<file path="config.mk">
export PLATFORM = sky130hd
export DESIGN_NAME = reg_mux_nx1
export DESIGN_NICKNAME = d
export VERILOG_FILES = /design/src/rtl/reg_mux_nx1_pkg.sv /design/src/rtl/mux_nx1_comb.sv /design/src/rtl/reg_mux_nx1.sv
export SDC_FILE = /design/constraint.sdc
export NUM_CORES = 1
export LEC_CHECK = 0
export CORE_MARGIN = 3
export CORE_UTILIZATION = 35
export CTS_CLUSTER_SIZE = 24
export DETAILED_ROUTE_END_ITERATION = 7
export PLACE_DENSITY = 0.69
export SYNTH_ARGS = -nofsm -noshare
export SYNTH_HDL_FRONTEND = slang
export SYNTH_SLANG_ARGS = --single-unit
</file>
<file path="constraint.sdc">
create_clock -name clk -period 3.85 [get_ports clk]
set_clock_uncertainty 0.1 [all_clocks]
set_input_delay 0.9625 -clock clk [delete_from_list [all_inputs] [get_ports clk]]
set_output_delay 0.9625 -clock clk [all_outputs]
set_load 0.02 [all_outputs]
</file>
<file path="src/rtl/reg_mux_nx1_pkg.sv">
// Shared definitions for the registered N:1 select: handshake state encoding and
// the supported range of NUM_IN.
package reg_mux_nx1_pkg;

   typedef enum logic [1:0] {
      ST_EMPTY = 2'b00,
      ST_FULL1 = 2'b01,
      ST_FULL2 = 2'b10
   } state_e;

   localparam int MIN_NUM_IN = 2;
   localparam int MAX_NUM_IN = 16;

endpackage

</file>
<file path="src/rtl/mux_nx1_comb.sv">
// Purely combinational indexed N:1 select. An out-of-range select yields zero data
// and raises sel_err, so no X can leak into the datapath.
module mux_nx1_comb #(
   parameter int WIDTH  = 32,
   parameter int NUM_IN = 4,
   localparam int SEL_W = $clog2(NUM_IN)
) (
   input  logic [SEL_W-1:0]        sel,
   input  logic [NUM_IN*WIDTH-1:0] data_in,
   output logic [WIDTH-1:0]        data_out,
   output logic                    sel_err
);

   logic hit_s;

   // AND-OR select; a select that matches no input leaves the result at zero
   always_comb begin
      data_out = '0;
      hit_s    = 1'b0;
      for (int i = 0; i < NUM_IN; i++) begin
         data_out = data_out | ({WIDTH{sel == SEL_W'(i)}} & data_in[i*WIDTH +: WIDTH]);
         hit_s    = hit_s | (sel == SEL_W'(i));
      end
      sel_err = ~hit_s;
   end

endmodule

</file>
<file path="src/rtl/reg_mux_nx1.sv">
// N:1 datapath select with a registered output and a one-entry skid buffer, giving
// full throughput under back-pressure with in_ready driven straight from a flop.
module reg_mux_nx1
   import reg_mux_nx1_pkg::*;
#(
   parameter int WIDTH  = 32,
   parameter int NUM_IN = 4,
   localparam int SEL_W = $clog2(NUM_IN)
) (
   input  logic                    clk,
   input  logic                    rst_n,
   input  logic                    in_valid,
   output logic                    in_ready,
   input  logic [SEL_W-1:0]        sel,
   input  logic [NUM_IN*WIDTH-1:0] data_in,
   output logic                    out_valid,
   input  logic                    out_ready,
   output logic [WIDTH-1:0]        data_out,
   output logic [SEL_W-1:0]        out_sel,
   output logic                    sel_err
);

   state_e             state_r;
   logic               in_ready_r;
   logic               out_valid_r;
   logic [WIDTH-1:0]   data_r;
   logic [SEL_W-1:0]   sel_r;
   logic               err_r;
   logic [WIDTH-1:0]   skid_data_r;
   logic [SEL_W-1:0]   skid_sel_r;
   logic               skid_err_r;
   logic [WIDTH-1:0]   mux_data_s;
   logic               mux_err_s;
   logic               accept_s;
   logic               take_s;

   mux_nx1_comb #(
      .WIDTH  (WIDTH),
      .NUM_IN (NUM_IN)
   ) u_sel (
      .sel      (sel),
      .data_in  (data_in),
      .data_out (mux_data_s),
      .sel_err  (mux_err_s)
   );

   assign accept_s  = in_valid & in_ready_r;
   assign take_s    = out_valid_r & out_ready;

   assign in_ready  = in_ready_r;
   assign out_valid = out_valid_r;
   assign data_out  = data_r;
   assign out_sel   = sel_r;
   assign sel_err   = err_r;

   // Handshake state, output register and skid register; the select is captured at acceptance
   always_ff @(posedge clk) begin
      if (!rst_n) begin
         state_r     <= ST_EMPTY;
         in_ready_r  <= 1'b0;
         out_valid_r <= 1'b0;
         data_r      <= '0;
         sel_r       <= '0;
         err_r       <= 1'b0;
         skid_data_r <= '0;
         skid_sel_r  <= '0;
         skid_err_r  <= 1'b0;
      end else begin
         in_ready_r <= 1'b1;
         case (state_r)
            ST_EMPTY: begin
               if (accept_s) begin
                  data_r      <= mux_data_s;
                  sel_r       <= sel;
                  err_r       <= mux_err_s;
                  out_valid_r <= 1'b1;
                  state_r     <= ST_FULL1;
               end
            end
            ST_FULL1: begin
               if (accept_s && take_s) begin
                  data_r <= mux_data_s;
                  sel_r  <= sel;
                  err_r  <= mux_err_s;
               end else if (accept_s) begin
                  skid_data_r <= mux_data_s;
                  skid_sel_r  <= sel;
                  skid_err_r  <= mux_err_s;
                  in_ready_r  <= 1'b0;
                  state_r     <= ST_FULL2;
               end else if (take_s) begin
                  out_valid_r <= 1'b0;
                  state_r     <= ST_EMPTY;
               end
            end
            ST_FULL2: begin
               // Skid beat is older than anything upstream, so it drains first
               in_ready_r <= take_s;
               if (take_s) begin
                  data_r  <= skid_data_r;
                  sel_r   <= skid_sel_r;
                  err_r   <= skid_err_r;
                  state_r <= ST_FULL1;
               end
            end
            default: begin
               out_valid_r <= 1'b0;
               state_r     <= ST_EMPTY;
            end
         endcase
      end
   end

endmodule
</file>
; ---- Word-level counts from Yosys, hierarchy flattened
; Index checks and enable logic that the tools add are counted.
[op_classes]
eq_ne = 12
mux = 26
bitwise = 15
reduce_logical = 8
[ops]
columns = op, count
row1 = 32-bit AND, 4
row2 = 32-bit 2-to-1 mux, 3
row3 = 32-bit OR, 3
row4 = 32-bit one-hot mux with 3 select lines, 1
row5 = 2-bit 2-to-1 mux, 8
row6 = "2-bit inequality test, second input constant", 6
row7 = 2-bit one-hot mux with 3 select lines, 2
row8 = 1-bit 2-to-1 mux, 9
row9 = 4-bit AND reduction, 2
row10 = "2-bit equality test, second input constant", 3
row11 = 1-bit one-hot mux with 3 select lines, 2
row12 = 5-bit AND reduction, 1
row13 = "2-bit by 1-bit equality test with 1-bit output, second input constant", 2
row14 = 2-bit logical NOT, 2
row15 = "3-bit inequality test, second input constant", 1
row16 = 1-bit NOT, 3
row17 = 1-bit OR, 3
row18 = 3-bit AND reduction, 1
row19 = 3-bit nonzero test, 1
row20 = 1-bit AND, 2
row21 = 1-bit one-hot mux with 2 select lines, 1
row22 = 1-bit logical AND, 1
[totals]
register_bits = 74
in_bits = 134
word_cells = 70

; ---- Depth between registers and ports, before layout
[logic_depth]
depth_word = 7
depth_mapped = 8

; ---- Hierarchy
; From an unflattened synthesis, not the netlist that was laid out.
[unflattened]
cells_unflattened = 384
area_unflattened_um2 = 4077.7
[modules_own_cells]
columns = mod, instances, cells_per_inst, area_each_um2, seq_area_each_um2
row1 = reg_mux_nx1, 1, 343, 3251.9, 1481.4
row2 = mux_nx1_comb, 1, 41, 825.8, 0.0

; ---- Worst setup path after synthesis
; Ideal clock, no wire load.
[synth_timing]
path_type = input to register
startpoint = input port sel[0]
endpoint = register data_r[10], in the netlist data_out[10]
setup_ps = 132
arrival_time_ps = 2090
required_ps = 3618
setup_slack_ps = 1527
path_stages = 5
path_cell_list = buf_2 buf_4 mux4_2 mux2i_1 a21oi_1
[synth_via]
elab_chain_cells = 7
elab_cells_between_ends = 14
[synth_lines]
columns = item, line
row1 = "start, declared", reg_mux_nx1.sv:14  ; input logic [SEL_W-1:0] sel,
row2 = 2-bit by 1-bit equality test with 1-bit output / 2-bit logical NOT (equally long branches), mux_nx1_comb.sv:21  ; data_out = data_out | ({WIDTH{sel == SEL_W'(i)}} & data_in[i*WIDTH +: WIDTH]);
row3 = 32-bit AND, mux_nx1_comb.sv:21
row4 = 32-bit OR (2 in series), mux_nx1_comb.sv:21
row5 = 32-bit OR (*), mux_nx1_comb.sv:21
row6 = "32-bit 2-to-1 mux, on equally long branches", "reg_mux_nx1.sv:81, reg_mux_nx1.sv:72"
row7 = 32-bit one-hot mux with 3 select lines (*), reg_mux_nx1.sv:70  ; case (state_r)
row8 = "end signal, assigned", reg_mux_nx1.sv:73  ; data_r <= mux_data_s;
row9 = "end signal, assigned", reg_mux_nx1.sv:82  ; data_r <= mux_data_s;
row10 = "end signal, assigned", reg_mux_nx1.sv:100  ; data_r <= skid_data_r;
row11 = "end, declared", reg_mux_nx1.sv:26  ; logic [WIDTH-1:0] data_r;
; Every way passes the cells marked *; elsewhere a longest branch is shown, timed or not. The select of a mux whose other input is x is not followed.
; A chain may end at the register's enable or synchronous reset.

; ---- Final worst setup path
[layout_timing]
startpoint = input port out_ready
endpoint = register data_r[4], in the netlist data_out[4]
[layout_via]
elab_chain_cells = 4
elab_cells_between_ends = 5
[layout_lines]
columns = item, line
row1 = "start, declared", reg_mux_nx1.sv:17  ; input logic out_ready,
row2 = 1-bit AND (*), reg_mux_nx1.sv:48  ; assign take_s = out_valid_r & out_ready;
row3 = 1-bit logical AND, reg_mux_nx1.sv:81  ; if (accept_s && take_s) begin
row4 = 2-bit inequality test (no line), --
row5 = 4-bit AND reduction (no line) (*), --
; Every way passes the cells marked *; elsewhere a longest branch is shown, timed or not.

==> reports/results.ini <==
[die]
die_x_um = 110.7
io_pins = 171
initial_core_util_pct = 36.50
rows = 37
core-area_um2 = 10510
die_area_um2 = 12250
die_h_um = 110.7

[hold_path]
hold-path-endpoint = skid_data_r[25]
hold-path-cell-count = 2
hold_start = skid_data_r[25]
hold_path.class = reg -> reg

[place]
post-place-ws_ns = 0.9732
port_buffers = 170
dp_cells = 662
gp_congestion = 0.7433
hpwlAfterDp_um = 7525

[timing]
max_freq_ghz = 0.3942
hold_viol_final = 0
finalMaxSlewViolations = 0
setup_viol = 0
fin_ws_ns = 1.313
rsz0062_at_grt = no
max_slew_margin_pct = 52.13
finalCritPeriodShare_pct = 65.88
setup-tns-final_ns = 0
worstMarginPinSlew_ns = 0.7180
fin_crit_ns = 2.537

[synth]
synth_top_area_share_pct = 38.62
syn_nets = 521
synth-edff-count = 0
synth_cells = 382
synth.distinct_cells = 27
synthFlopType = dfxtp_1
avgSynthCellArea_um2 = 10.04
async_reset_ff_share_pct = 0
synth_area_um2 = 3836
synth_area_leaders = dfxtp_1 39%, mux4_2 19%, mux2i_1 9.4%
seq_area_frac_synth_pct = 38.62
synth_most_common_cell = nand2_1
synth_seq_cells = 74
netlist_top_cells_count = 75 x nand2_1, 74 x dfxtp_1, 36 x mux2i_1
yosys_warnings = 0
yosysTopAreaCell = dfxtp_1

[clocking]
clockBufferDepth = 2
cts_sinks = 74
hold_buffers = 0
cts_buffers = 9
root_buffer = clkbuf_8
cts_resized = 0
clk_pin_slew_ns = 0.08
cts_setup_buffers = 0
ctsHtreeMaxLevel = 3
cts_tree = built
clk_latency_ns = 0.34

[global_route]
antenna_found_initial = 0
grt_first_pass_wirelength_um = 17470
grt_pass1_vias = 3651
grt_remaining_overflow = 0
grt_max_degree = 44
grt_usage_pct = 17.07

[setup_path]
critPathArrivalTime_ns = 2.70
critPathRequiredTime_ns = 4.01
worst_r2r_endpoint = data_out[4]
crit_type = in -> reg
cp-start-kind = input port
ff2ff_path_depth = 7
reg2reg_slack_ns = 1.70
endpoint_kind = register
r2r_start = state_r[0]
crit_fanout = 40

[finish]
layout-drive-gt1-share_pct = 11.25
area_growth_syn_to_layout_pct = 53.29
fin_nets = 676
diodes = 0
final_cells = 678
fillCellCount = 915

[flow_run]
cap_viol_max_count = 0

[detailed_routing]
wl_um = 10300
dr.pass1.iters = 6
vias = 3473
drt_iter0_drc = 142
vias_per_cell = 5.122
drc_errors = 0
wl_per_cell_um = 15.18
postRouteAntennaNets = 0

[power_and_ir_drop]
totalPowerFinal_w = 0.003099
power_per_cell_area_nw_per_um2 = 527.0
p_leak_nw = 2.043
irDropWorstVdd_v = 0.0002899

[run_status]
outcome = finished, final reports clean

## routing by layer
layer / vias to the layer above / share of wire, % / GRT usage [%]
met5: - / 0 / 0
met4: 0 / 0.62 / 3.859
met3: 4 / 7.1 / 5.295
met2: 106 / 50 / 29.45
met1: 1668 / 42 / 20.90
li1: 1695 / - / -
## critical path, cell delays in order
cell and delay (ns):
clkdlybuf4s50_1 0.58, nand2_1 0.19, a221oi_4 0.30, buf_4 0.40, o21ai_1 0.10, a21oi_1 0.14
## sequential cells by signal, indices dropped and copies added, names as in the netlist
register / cells
data_out: 32
skid_data_r: 32
out_sel: 2
skid_sel_r: 2
state_r: 2
in_ready: 1
out_valid: 1
sel_err: 1
skid_err_r: 1
## cells by family (layout without fill, tap and decap cells)
kind of cell    Yosys count  in the layout  synth area share [%]
flops                    74             74                 38.62
fa+ha+maj                 5              5                 1.631
buf+inv                  37            197                 4.566
xor+xnor                  1              1                0.2284
mux                      68             68                 28.18
compound gates          110            110                 17.71
simple gates             87             87                 9.067
## power breakdown
part	internal, W	switching, W	leakage (nW)	total [W]
Combinational	0.000611	0.000618	1.31	0.00123
Clock	0.000500	0.000292	0.131	0.000792
Sequential	0.000963	0.000115	0.605	0.00108
Total	0.00207	0.00103	2.04	0.00310
## worst max path at each step
stage                          from      endpoint  depth (start not counted)
after global routing      out_ready  data_out[24]                          6
final                     out_ready   data_out[4]                          6
after global placement    out_ready   data_out[8]                          6
after floorplan              sel[0]  data_out[10]                          5
after detailed placement  out_ready   data_out[4]                          6
after CTS                 out_valid     out_valid                          1
## placed cells by master (no fill, tap or decap), drive strengths merged, types with 4 or more instances in the layout
master,n
a21oi,33
inv,4
dfxtp,74
mux4,32
o21ai,35
nand2,75
buf,11
a21boi,36
clkdlybuf4s50,167
bufinv,4
mux2i,36
ha,5
clkbuf,10
## metrics by stage
| step | utilization, % | hold slack [ns] | cell area, um^2 |
|---|---|---|---|
| global placement | 53.43 | 0.3493 | 5615 |
| finish | 55.96 | 0.3630 | 5881 |
| floorplan | - | 0.3422 | 3836 |
| detailed placement | 53.43 | 0.3560 | 5615 |
| CTS | 55.96 | 0.3670 | 5881 |
| global route | 55.96 | 0.3948 | 5881 |
## layout make-up
type,instances,area (um^2),area share (%)
well taps,136,170.2,2.894
repair buffers,178,1759,29.91
clock inverters,6,137.6,2.340
inverters,3,11.26,0.1915
clock buffers,10,127.6,2.170
flip-flops and latches,74,1481,25.19
multi-input cells,271,2193,37.30
Power figures use the tool's default switching activity.
